### src/rtl/fft_pkg.sv
// Shared constants, loader FSM state type and index bit-reversal helper for the FFT frame loader.
package fft_pkg;

   localparam int DATA_W = 32;
   localparam int LOG2N  = 4;
   localparam int N      = 1 << LOG2N;

   typedef enum logic [1:0] {
      FILL  = 2'd0,
      DRAIN = 2'd1,
      SWAP  = 2'd2
   } state_t;

   // Reverses the low w bits of i; bits at and above w come back as zero.
   function automatic logic [15:0] bitrev(input logic [15:0] i, input int w);
      logic [15:0] r;
      r = '0;
      for (int b = 0; b < 16; b++) begin
         if (b < w) r[b] = i[4'(w - 1 - b)];
      end
      return r;
   endfunction

endpackage

### src/rtl/fft_bitrev_addr.sv
// Combinational frame-index remapper: bit-reversed when BITREV_EN is defined, natural order otherwise.
module fft_bitrev_addr #(
   parameter int W = fft_pkg::LOG2N
) (
   input  logic [W-1:0] idx,
   output logic [W-1:0] addr
);

`ifdef BITREV_EN
   assign addr = W'(fft_pkg::bitrev(16'(idx), W));
`else
   assign addr = idx;
`endif

endmodule

### src/rtl/fft_frame_loader.sv
// Drains the sample FIFO into a ping-pong frame memory for the FFT core.
// Optional BITREV_EN build macro stores each frame in bit-reversed index order.
//
//   state | meaning
//   FILL  | issuing FIFO reads / memory writes into wr_bank (stalls while that bank is full)
//   DRAIN | all N reads issued, waiting for the last in-flight write
//   SWAP  | one cycle: mark wr_bank full, move to the other bank, clear counters
module fft_frame_loader #(
   parameter int DATA_W = fft_pkg::DATA_W,
   parameter int LOG2N  = fft_pkg::LOG2N
) (
   input  logic              Clk,
   input  logic              Rst,
   input  logic              EN,
   input  logic [DATA_W-1:0] fifo_data,
   input  logic              fifo_empty,
   output logic              fifo_rd,
   output logic              mem_we,
   output logic [LOG2N:0]    mem_addr,
   output logic [DATA_W-1:0] mem_data,
   output logic              frame_ready,
   output logic              frame_bank,
   input  logic              frame_ack
);

   import fft_pkg::state_t;
   import fft_pkg::FILL;
   import fft_pkg::DRAIN;
   import fft_pkg::SWAP;

   localparam int             N_PTS = 1 << LOG2N;
   localparam logic [LOG2N:0] N_CNT = N_PTS[LOG2N:0];
   localparam logic [LOG2N:0] ONE   = (LOG2N+1)'(1);

   state_t           state, state_nxt;
   logic [LOG2N:0]   rd_cnt, wr_cnt;
   logic             wr_bank;
   logic [1:0]       bank_full, bank_full_nxt;
   logic             rd_q;
   logic             ack_ok;
   logic [LOG2N-1:0] wr_idx_map;

   fft_bitrev_addr #(.W(LOG2N)) u_bitrev_addr (
      .idx  (wr_cnt[LOG2N-1:0]),
      .addr (wr_idx_map)
   );

   assign fifo_rd = (state == FILL) && EN && !fifo_empty && !bank_full[wr_bank] && (rd_cnt < N_CNT);

   // frame_bank always names the oldest full bank, so an ack frees exactly that one.
   assign ack_ok = frame_ack && frame_ready;

   always_comb begin
      state_nxt     = state;
      bank_full_nxt = bank_full;
      case (state)
         FILL:    if (rd_cnt == N_CNT) state_nxt = DRAIN;
         DRAIN:   if (wr_cnt == N_CNT) state_nxt = SWAP;
         SWAP:    state_nxt = FILL;
         default: state_nxt = FILL;
      endcase
      if (ack_ok)         bank_full_nxt[frame_bank] = 1'b0;
      if (state == SWAP)  bank_full_nxt[wr_bank]    = 1'b1;
   end

   always_ff @(posedge Clk) begin
      if (Rst) begin
         state       <= FILL;
         rd_cnt      <= '0;
         wr_cnt      <= '0;
         wr_bank     <= 1'b0;
         bank_full   <= '0;
         rd_q        <= 1'b0;
         mem_we      <= 1'b0;
         mem_addr    <= '0;
         mem_data    <= '0;
         frame_ready <= 1'b0;
         frame_bank  <= 1'b0;
      end else begin
         state       <= state_nxt;
         bank_full   <= bank_full_nxt;
         frame_ready <= |bank_full_nxt;
         rd_q        <= fifo_rd;
         mem_we      <= rd_q;
         if (ack_ok)  frame_bank <= ~frame_bank;
         if (fifo_rd) rd_cnt <= rd_cnt + ONE;
         // FIFO data for a read issued last cycle is valid now.
         if (rd_q) begin
            mem_data <= fifo_data;
            mem_addr <= {wr_bank, wr_idx_map};
            wr_cnt   <= wr_cnt + ONE;
         end
         if (state == SWAP) begin
            wr_bank <= ~wr_bank;
            rd_cnt  <= '0;
            wr_cnt  <= '0;
         end
      end
   end

endmodule

### config.mk
export PLATFORM = sky130hd
export DESIGN_NAME = fft_frame_loader
export DESIGN_NICKNAME = d
export VERILOG_FILES = /design/src/rtl/fft_pkg.sv /design/src/rtl/fft_bitrev_addr.sv /design/src/rtl/fft_frame_loader.sv
export SDC_FILE = /design/constraint.sdc
export NUM_CORES = 1
export LEC_CHECK = 0
export ABC_CLOCK_PERIOD_IN_PS = 2200
export CAP_MARGIN = 5
export CORE_UTILIZATION = 44
export DETAILED_ROUTE_END_ITERATION = 6
export GPL_TIMING_DRIVEN = 0
export PLACE_DENSITY = 0.78
export SLEW_MARGIN = 20
export SYNTH_ARGS = -nofsm -noshare
export SYNTH_HDL_FRONTEND = slang
export SYNTH_SLANG_ARGS = --single-unit
### constraint.sdc
create_clock -name Clk -period 2.2 [get_ports Clk]
set_clock_uncertainty 0.05 [all_clocks]
set_input_delay 0.44 -clock Clk [delete_from_list [all_inputs] [get_ports Clk]]
set_output_delay 0.44 -clock Clk [all_outputs]
set_load 0.01 [all_outputs]
After elaboration in Yosys (flattened, before gate mapping). Cells that the tools add are included.

Flip-flop bits (word level): 56. Bits of input ports: 37. Output and inout port bits: 41. Logic and storage cells: 53.

Add/sub/neg operators: 2. Muxes and demuxes: 11. Reduce and logical (&&, ||, !) cells: 13. Eq/ne operators: 6. Bitwise gates (word level): 5. Order comparisons: 5.

Operators with widths (count): adder 5 x 1 -> 5 bit, second input constant (2); == test 5 bit, second input constant (2); two-way mux 2 bit (4); logical AND 1 bit (7); < comparator 5 bit, second input constant (1); < comparator 1 x 2 -> 1 bit, second input constant (2); two-way mux 1 bit (4); one-hot mux 2 bit (2 select lines) (1); OR reduction 2 bit (2); AND 2 bit (1); demux 1 bit (select 1 bit) (2); == test 2 x 1 -> 1 bit, second input constant (1); == test 2 bit, second input constant (1); >= comparator 1 bit, second input constant (2); logical NOT 1 bit (2); logical NOT 2 bit (1); != test 2 x 1 -> 1 bit, second input constant (1); != test 2 bit, second input constant (1); NOT 1 bit (2); NOT 2 bit (1); OR 2 bit (1); AND reduction 2 bit (1).

Depth between registers and ports, before layout. Gate-level depths: netlist (run 1).

Depth in word-level cells: 10. Depth in mapped cells: 5. Gate-level depth less buffers: 5.

Modules after synthesis. A second synthesis (run 1) with hierarchy kept.

Cell total of the unflattened synthesis: 211. Area total of the unflattened synthesis: 2153.3 sq um.

By module, submodules not included: fft_frame_loader (cells each 207, times used 1, seq. area each 1121.1 sq um, area each 2123.3 sq um); fft_bitrev_addr (cells each 4, times used 1, seq. area each 0.0 sq um, area each 30.0 sq um).

Worst setup path after synthesis (run 1). No wires, ideal clock.

Path kind: input to register. From: in fifo_empty. To: reg rd_cnt[0]. Buffers on the path: 0. Slack: 456 ps. Required time: 2029 ps. Library setup time: 121 ps. Cell stages on the path: 3. Arrival time: 1574 ps. Path through: or4b_4 nor3_4 mux2_2.

Word-level cells in the longest chain between the ends: 4.

Ends and longest elaborated chain: start: declaration (line fft_frame_loader.sv:16) `input logic fifo_empty,`; logical NOT 1 bit (line fft_frame_loader.sv:48) `assign fifo_rd = (state == FILL) && EN && !fifo_empty && !bank_full[wr_bank] && (rd_cnt < N_CNT);`; logical AND 1 bit (3 in series) (line fft_frame_loader.sv:48); named net fifo_rd (line fft_frame_loader.sv:17) `output logic fifo_rd,`; end signal: assignment (line fft_frame_loader.sv:86) `if (fifo_rd) rd_cnt <= rd_cnt + ONE;`; end: declaration (line fft_frame_loader.sv:36) `logic [LOG2N:0] rd_cnt, wr_cnt;`.

The timed path passes the listed nets, and every way through them passes these cells. A chain may end at the register's enable or synchronous reset.

Final worst setup path (run 1).
From: in EN. To: out fifo_rd.

Word-level cells in the longest chain between the ends: 4.

Ends and longest elaborated chain: start: declaration (line fft_frame_loader.sv:14) `input logic EN,`; logical AND 1 bit (4 in series) (line fft_frame_loader.sv:48); end: declaration (line fft_frame_loader.sv:17).

Every way passes these cells.

==> metrics.md, run 1 <==
| Metric | Value |
|---|---|
| Core Box Area | `4500 sq um` |
| Max clock buf depth | `2` |
| Avg WL per Cell | `12.6 um` |
| Clk slew on worst S/H paths | `90 ps` |
| I/O Buffers | `77` |
| Flop and latch count out of synthesis | `56` |
| Largest net degree at the start of global routing | `17` |
| Final hold vios | `0` |
| Synth top area share | `52.8%` |
| Proportion of layout cells with a drive suffix above 1 | `6.12%` |
| Post-synthesis sequential area ratio | `52.8%` |
| Top cells by count, synth | `56 x dfxtp_1, 43 x nor2_1, 41 x mux2i_1, 7 x nand3_1` |
| H-Tree Level Count | `2` |
| Crit path capture type | `output pin` |
| Final #Nets | `334` |
| Period minus WS final | `2160 ps` |
| Clock Sinks | `56` |
| Starting Density | `47.1%` |
| CTS Buf Count | `5` |
| Fin crit share | `98.2%` |
| FF-to-FF path depth | `4` |
| Synth Cell Area | `2120 sq um` |
| Detail Route Antenna Nets | `0` |
| Total track usage | `18.1%` |
| Final core occ | `68.0%` |
| RSZ-0062 raised after global routing | `false` |
| Global placement routability congestion | `0.871` |
| Via/cell ratio | `4.97` |
| DRC Markers | `0` |
| Switching part of the total power | `22.3%` |
| Post-synth EDFFs | `0` |
| Count leader, synth | `dfxtp_1` |
| Max FO, Critical Path | `2` |
| Multi-input gate area | `937 sq um` |
| Num rows | `24` |
| CP Launch Type | `input port` |
| Reg2reg start | `state[1]` |
| Setup total negative slack | `0 ps` |
| Dpl hpwl | `3130 um` |
| Root Driver | `clkbuf_8` |
| Hold_sp | `bank_full[1]` |
| Slew margin rel. | `68.6%` |
| Crit path DAT | `1670 ps` |
| Grt total ovfl | `0` |
| Syn Area/Cell | `10.3 sq um` |
| Hold buffers post-CTS | `0` |
| Sw Pwr | `0.409 mW` |
| Die area | `5110 sq um` |
| Path type of the worst setup path | `in -> out` |
| Comb pwr share | `11.6%` |
| Min-delay worst type | `reg -> reg` |
| Fin. max-slew vios | `0` |
| Top cells by area, synth | `dfxtp_1 53%, mux2i_1 19%, nor2_1 7.6%` |
| Main synth FF type | `dfxtp_1` |
| Vias in the first global route | `1665` |
| Synth Instances | `207` |
| VDD IR max | `586 uV` |
| R2r setup slk | `380 ps` |
| Cell taking the most area after synthesis | `dfxtp_1` |
| Chip width | `71.5 um` |
| First-pass GRT wire length | `7350 um` |
| Clock power frac | `31.0%` |
| DRT Pass-1 Iters | `4` |
| Seq pwr share | `57.4%` |
| Placed Cells | `336` |
| Routed via count | `1718` |
| FMAX | `463 MHz` |
| Hold EP | `bank_full[1]` |
| YS warnings | `0` |
| Cell internal pwr | `1.43 mW` |
| Initial antenna violation count | `0` |
| Reg area | `1120 sq um` |
| Synthesized net count | `248` |
| Share of flip-flops with an asynchronous set or reset | `0%` |
| I/O pin cnt | `78` |
| Synth-to-Final Area Change | `44.3%` |
| Worst-Margin Slew | `471 ps` |
| DRT iter0 DRCs | `77` |
| Worst-Skew Late Latency | `300 ps` |
| Pwr/cell area | `599 nW/um^2` |
| Fillcell total | `364` |
| R2R Path End | `rd_cnt[3]` |
| Final WL | `4360 um` |
| Outcome | `completed` |
| Netlist cell types | `28` |
| TritonCTS clock tree | `yes` |
| DIE HEIGHT | `71.5 um` |
| Non-filler cells, final | `346` |
| Hold depth | `2` |
| Final setup violation count | `0` |
| ANT cells | `0` |
| Req. time, crit path | `1710 ps` |
| Max-cap violations | `0` |
| Lkg Pwr | `1.11 nW` |
## worst max path at each step
| stage | start | endpoint | slack (ps) | cells past startpoint |
|---|---|---|---|---|
| floorplan | fifo_empty | rd_cnt[0] | 460 | 3 |
| global placement | EN | fifo_rd | -510 | 4 |
| detailed placement | EN | fifo_rd | -500 | 4 |
| CTS | EN | fifo_rd | 40 | 4 |
| global route | EN | fifo_rd | 4 | 4 |
| finish | EN | fifo_rd | 40 | 4 |
## logic make-up (layout without fill, tap and decap cells)
family	count (synthesis)	after routing	share of synthesized area [%]
adders and majority gates	4	4	2.36
muxes	43	43	20.4
DFF	56	56	52.8
AOI/OAI and AO/OA	7	7	1.83
buffers and inverters	16	103	3.06
and+or+nand+nor	76	76	17.5
xor gates and xnor gates	5	5	2.06
## timing repair
item	in CTS	in global routing
setup buffers	2	0
setup endpoints to repair	1	0
gates resized for setup	4	0
endpoints found under the hold margin	0	0
## cell usage in the layout (no fill, tap or decap), types with 2 or more instances in the layout
cell type | Yosys | routed
nor3_1 | 3 | 3
nand3_1 | 7 | 7
or3_1 | 3 | 3
dfxtp_1 | 56 | 56
mux2i_1 | 41 | 41
nor4_1 | 2 | 2
buf_4 | 0 | 2
a21oi_1 | 4 | 4
ha_1 | 4 | 4
inv_1 | 6 | 6
xor2_1 | 4 | 4
nand4_1 | 2 | 2
nand2_1 | 6 | 6
buf_1 | 2 | 2
clkbuf_8 | 0 | 6
clkbuf_1 | 4 | 5
nor2b_1 | 2 | 2
nor2_1 | 43 | 43
buf_2 | 4 | 5
mux2_2 | 2 | 2
clkdlybuf4s50_1 | 0 | 76
nor4b_1 | 3 | 3
## area by class of cell
class | count | share of cell area, %
flip-flops and latches | 56 | 36.6
multi-input cells | 135 | 30.6
repair buffers | 79 | 25.5
clock buffers | 7 | 2.82
well taps | 52 | 2.12
plain buffers | 10 | 1.39
inverters | 6 | 0.735
clock inverters | 1 | 0.245
## through the flow
step                      area [sq um]  setup WS [ps]  power, mW  hold slack (ps)
after floorplan                   2120            456       1.16              401
after global placement            2960           -506       1.28              420
after detailed placement          2960           -503       1.29              427
after CTS                         3060           35.8       1.85              441
after global routing              3060           4.46       1.91              479
final                             3060           39.4       1.83              439
## routing by layer
layer  global-route usage (%)  vias to the layer above  part of all wire [%]
met4                     6.10                        0                   1.0
met3                     4.78                        5                   6.1
met5                        0                        -                     0
met2                     30.3                       54                    47
li1                         -                      865                     -
met1                     22.9                      794                    46
## critical path, cell delays in order
cell             delay [ps]
clkdlybuf4s50_1         440
or4b_4                  480
nor3_4                  150
buf_2                   160
## sequential cells by signal, indices dropped and copies added (netlist names)
name / cells
bank_full: 2
frame_bank: 1
frame_ready: 1
mem_addr: 5
mem_data: 32
mem_we: 1
rd_cnt: 5
rd_q: 1
state: 2
wr_bank: 1
wr_cnt: 5
## power by group through the flow
stage	combinational (mW)	clock, mW	sequential [mW]
6_report	0.214	0.569	1.05
5_1_grt	0.231	0.625	1.06
4_1_cts	0.216	0.586	1.05
3_5_place_dp	0.213	0	1.08
3_3_place_gp	0.209	0	1.08
2_1_floorplan	0.0792	0	1.08
Power figures use the tool's default switching activity.
==> run 2, diff against run 1 <==
--- a/config.mk
+++ b/config.mk
@@ -11,7 +11,8 @@
 export DETAILED_ROUTE_END_ITERATION = 6
 export GPL_TIMING_DRIVEN = 0
 export PLACE_DENSITY = 0.78
-export SLEW_MARGIN = 20
+export SETUP_SLACK_MARGIN = 0.1
+export SLEW_MARGIN = 15
 export SYNTH_ARGS = -nofsm -noshare
 export SYNTH_HDL_FRONTEND = slang
 export SYNTH_SLANG_ARGS = --single-unit
==> run 2 against run 1 <==
Against the previous run:
- die area unchanged
- critical path depth did not move
- sequential power barely moved
- register-to-register slack about the same
- sequential share of layout area about the same
- first-iteration DRC count decreased by 18%
- setup slack improved by 140 ps
- wire length about the same
- hold slack about the same
- largest cell class unchanged
==> metrics.md, run 2 (same netlist as run 1, synthesis figures left out) <==
| Metric | Value |
|---|---|
| Pwr/cell area | `599 nW/um^2` |
| Lkg Pwr | `1.11 nW` |
| I/O Buffers | `77` |
| Seq pwr share | `57.4%` |
| Final non-filler cell area | `3060 sq um` |
| Worst Hold Slack | `439 ps` |
| Max clock buf depth | `2` |
| I/O pin cnt | `78` |
| Final setup violation count | `0` |
| Die area | `5110 sq um` |
| Buf+Inv Stages, Crit Path | `2` |
| Clock Sinks | `56` |
| Max-cap violations | `0` |
| Max FFs per register | `32` |
| Core Box Area | `4500 sq um` |
| Global placement routability congestion | `0.871` |
| Clk slew on worst S/H paths | `90 ps` |
| Final #Nets | `334` |
| Period minus WS final | `2020 ps` |
| Num rows | `24` |
| Final hold vios | `0` |
| Via/cell ratio | `4.97` |
| Outcome | `completed` |
| CP top delay family | `simple AND/OR/NAND/NOR gates` |
| Dpl hpwl | `3130 um` |
| First-pass GRT wire length | `7350 um` |
| Max FO, Critical Path | `2` |
| Root Driver | `clkbuf_8` |
| Crit path capture type | `output pin` |
| ANT cells | `0` |
| Commonest cells after routing, fill and taps aside | `74 x clkdlybuf4s50_1, 56 x dfxtp_1, 43 x nor2_1, 41 x mux2i_1, 7 x nand3_1` |
| Req. time, crit path | `1710 ps` |
| Grt total ovfl | `0` |
| CP Launch Type | `input port` |
| Critical-path cell list | `dlygate4sd2_1 > or4b_4 > nor3_4 > buf_2` |
| Worst-Margin Slew | `471 ps` |
| VDD IR max | `586 uV` |
| Final WL | `4360 um` |
| Fin crit share | `91.8%` |
| TritonCTS clock tree | `yes` |
| Crit-path max cell delay | `560 ps` |
| Chip width | `71.5 um` |
| Avg WL per Cell | `12.6 um` |
| DIE HEIGHT | `71.5 um` |
| Proportion of layout cells with a drive suffix above 1 | `6.12%` |
| Switching part of the total power | `22.3%` |
| Path type of the worst setup path | `in -> out` |
| H-Tree Level Count | `2` |
| Slew margin rel. | `68.6%` |
| Min-delay worst type | `reg -> reg` |
| FMAX | `495 MHz` |
| Total track usage | `18.1%` |
| Clock power frac | `31.0%` |
| Initial antenna violation count | `0` |
| Crit path DAT | `1530 ps` |
| Hold buffers post-CTS | `0` |
| Commonest non-fill, non-tap cell in the layout | `clkdlybuf4s50_1` |
| Starting Density | `47.1%` |
| Total power | `1.83 mW` |
| DRT iter0 DRCs | `63` |
| Worst-Skew Late Latency | `300 ps` |
| Critical path's slowest cell | `or4b_4` |
| Fin. max-slew vios | `0` |
| CTS Buf Count | `5` |
| Routed via count | `1718` |
| Comb pwr share | `11.6%` |
| Synth-to-Final Area Change | `44.1%` |
| Sw Pwr | `0.409 mW` |
| DRT Pass-1 Iters | `4` |
| Cell internal pwr | `1.42 mW` |
| Setup total negative slack | `0 ps` |
| DRC Markers | `0` |
| RSZ-0062 raised after global routing | `false` |
| Post-DP Area | `2960 sq um` |
| Detail Route Antenna Nets | `0` |
| Vias in the first global route | `1663` |
| Largest Register | `mem_data` |
| Largest net degree at the start of global routing | `17` |
-- run 2: changes by cell type in the layout (fill, tap and decap cells not counted) --
| cell | before | now |
|---|---|---|
| clkdlybuf4s50_1 | 76 | 74 |
| dlygate4sd2_1 | 0 | 2 |
-- run 2: final cells by class --
type | instances | area [sq um]
flip-flops and latches | 56 | 1120
plain buffers | 10 | 42.5
clock buffers | 7 | 86.3
multi-input cells | 135 | 937
clock inverters | 1 | 7.51
inverters | 6 | 22.5
repair buffers | 79 | 778
fillers | 364 | 1440
well taps | 52 | 65.1
-- run 2: path summary, 6_finish.rpt --
path                              startpoint            to  slack [ps]  cells after the start
worst max-delay path              fifo_empty       fifo_rd         180                      4
worst min-delay path            bank_full[1]  bank_full[1]         440                      2
worst max register to register      state[0]     rd_cnt[3]         390                      4
worst min register to register  bank_full[1]  bank_full[1]         440                      2
-- run 2: worst reg2reg max path, stage by stage (launching register included) --
cell     delay (ps)
dfxtp_1         360
or4b_4          550
buf_4           170
nor4_1          390
mux2i_1         230
-- run 2: layer usage --
layer / vias up / track usage [%] / wire (um)
li1: 865 / - / -
met1: 794 / 22.9 / 1990
met2: 54 / 30.3 / 2060
met3: 5 / 4.78 / 267
met4: 0 / 6.10 / 44
met5: - / 0 / 0
-- run 2: what timing repair did --
item / in CTS / in global routing
resized for setup: 6 / 0
setup buffers: 2 / 0
endpoints found under the setup margin: 1 / 0
-- run 2: power by group through the flow --
| stage | logic [mW] | clock network, mW | registers (mW) |
|---|---|---|---|
| floorplan | 0.0792 | 0 | 1.08 |
| global placement | 0.209 | 0 | 1.08 |
| detailed placement | 0.213 | 0 | 1.08 |
| CTS | 0.214 | 0.586 | 1.05 |
| global route | 0.230 | 0.625 | 1.06 |
| finish | 0.212 | 0.569 | 1.05 |
-- run 2: metrics by stage --
stage / cells / util [%] / setup WS [ps]
after global placement: 336 / 65.7 / -506
after global routing: 346 / 67.9 / 138
after detailed placement: 336 / 65.7 / -503
after CTS: 346 / 67.9 / 175
final: 346 / 67.9 / 179
after floorplan: 207 / - / 456
==> run 3, diff against run 2 <==
--- a/config.mk
+++ b/config.mk
@@ -8,9 +8,10 @@
 export ABC_CLOCK_PERIOD_IN_PS = 2200
 export CAP_MARGIN = 5
 export CORE_UTILIZATION = 44
+export CTS_CLUSTER_DIAMETER = 120
 export DETAILED_ROUTE_END_ITERATION = 6
 export GPL_TIMING_DRIVEN = 0
-export PLACE_DENSITY = 0.78
+export PLACE_DENSITY = 0.79
 export SETUP_SLACK_MARGIN = 0.1
 export SLEW_MARGIN = 15
 export SYNTH_ARGS = -nofsm -noshare
==> run 3 against run 2 <==
Against the previous run:
- register-to-register slack worse by 60 ps
- largest power group unchanged
- flip-flop and latch count unchanged
- sequential share of layout area up 0.075 points
- highest routed layer unchanged
- critical endpoint unchanged
==> metrics.md, run 3 (same netlist as run 1, synthesis figures left out) <==
| Metric | Value |
|---|---|
| RSZ-0062 raised after global routing | `false` |
| ANT cells | `0` |
| DRT Pass-1 Iters | `4` |
| Max FO, Critical Path | `2` |
| Routed via count | `1750` |
| Final WL | `4370 um` |
| DRC Markers | `0` |
| Via/cell ratio | `5.06` |
| Slew margin rel. | `68.7%` |
| Max clock buf depth | `2` |
| Root Driver | `clkbuf_8` |
| GR Layer Usage met2 | `32.4%` |
| VDD IR max | `447 uV` |
| Worst Hold Slack | `435 ps` |
| Dpl hpwl | `3200 um` |
| Commonest cells after routing, fill and taps aside | `74 x clkdlybuf4s50_1, 56 x dfxtp_1, 43 x nor2_1, 41 x mux2i_1, 7 x nand3_1` |
| Final non-filler cell area | `3050 sq um` |
| Post-DP Area | `2960 sq um` |
| Vias in the first global route | `1726` |
| Worst-Skew Late Latency | `310 ps` |
| GRT met3 Usage | `7.45%` |
| Grt total ovfl | `0` |
| Hold depth | `2` |
| Clk slew on worst S/H paths | `90 ps` |
| Path type of the worst setup path | `in -> out` |
| First-pass GRT wire length | `7510 um` |
| Die area | `5110 sq um` |
| Proportion of layout cells with a drive suffix above 1 | `6.46%` |
| Req. time, crit path | `1710 ps` |
| H-Tree Level Count | `2` |
| FMAX | `493 MHz` |
| Crit path capture type | `output pin` |
| Worst-Margin Slew | `465 ps` |
| Chip width | `71.5 um` |
| CP Launch Type | `input port` |
| Max-cap violations | `0` |
| Commonest non-fill, non-tap cell in the layout | `clkdlybuf4s50_1` |
| Final hold vios | `0` |
| Final #Nets | `334` |
| Max FFs per register | `32` |
| TritonCTS clock tree | `yes` |
| Lkg Pwr | `1.12 nW` |
| Met1 Use GR | `21.4%` |
| Synth-to-Final Area Change | `43.8%` |
| Starting Density | `47.1%` |
| Setup total negative slack | `0 ps` |
| Gr busiest metal | `met2` |
| CTS Buf Count | `5` |
| Initial antenna violation count | `0` |
| Crit path DAT | `1540 ps` |
| I/O pin cnt | `78` |
| Total power | `1.82 mW` |
| Period minus WS final | `2030 ps` |
| Min-delay worst type | `reg -> reg` |
| Core Box Area | `4500 sq um` |
| Fin crit share | `92.3%` |
| Num rows | `24` |
| DIE HEIGHT | `71.5 um` |
| Avg WL per Cell | `12.6 um` |
| Outcome | `completed` |
| Pwr/cell area | `595 nW/um^2` |
| I/O Buffers | `77` |
| Largest Register | `mem_data` |
| Total track usage | `18.7%` |
| Global placement routability congestion | `0.899` |
| DRT iter0 DRCs | `108` |
| Clock Sinks | `56` |
| Fin. max-slew vios | `0` |
| Final setup violation count | `0` |
| FF-to-FF path depth | `4` |
| Largest net degree at the start of global routing | `18` |
| Detail Route Antenna Nets | `0` |
-- run 3: cell count changes in the layout (fill, tap and decap cells not counted), sizes merged --
| cell | change |
|---|---|
| clkinv | +3 |
| clkbuf | -2 |
| clkinvlp | -1 |
-- run 3: cell type report --
cell class / instances / area [sq um]
Sequential cell: 56 / 1120
Clock inverter: 3 / 18.8
Inverter: 6 / 22.5
Fill cell: 391 / 1450
Buffer: 10 / 42.5
Clock buffer: 5 / 68.8
Tap cell: 52 / 65.1
Timing Repair Buffer: 79 / 778
Multi-Input combinational cell: 135 / 937
-- run 3: through the flow --
step / cells / worst slack, ps / util [%]
floorplan: 207 / 456 / -
CTS: 346 / 180 / 67.8
detailed placement: 336 / -503 / 65.7
global placement: 336 / -503 / 65.7
global route: 346 / 117 / 67.8
finish: 346 / 170 / 67.8
-- run 3: final timing paths --
path | start | endpoint | slack (ps)
min | bank_full[1] | bank_full[1] | 440
max reg2reg | state[0] | rd_cnt[3] | 330
min reg2reg | bank_full[1] | bank_full[1] | 440
max | fifo_empty | fifo_rd | 170
-- run 3: critical path: stages --
cell and delay (ps):
dlygate4sd2_1 230, or4b_4 560, nor3_4 160, buf_2 160
-- run 3: repair_timing --
action | in CTS | in global routing
hold endpoints to repair | 0 | 0
setup buffers | 2 | 0
hold buffers | 0 | 0
gates resized for setup | 6 | 0
endpoints found under the setup margin | 1 | 0
-- run 3: metal layers --
layer | vias to the layer above | routed length, um
met5 | - | 0
met2 | 56 | 2080
li1 | 872 | -
met1 | 815 | 1890
met3 | 7 | 348
met4 | 0 | 48
-- run 3: report_power, final --
part,switching (mW),internal (mW)
registers,0.0146,1.04
logic,0.0819,0.130
clock network,0.328,0.223
total,0.425,1.39
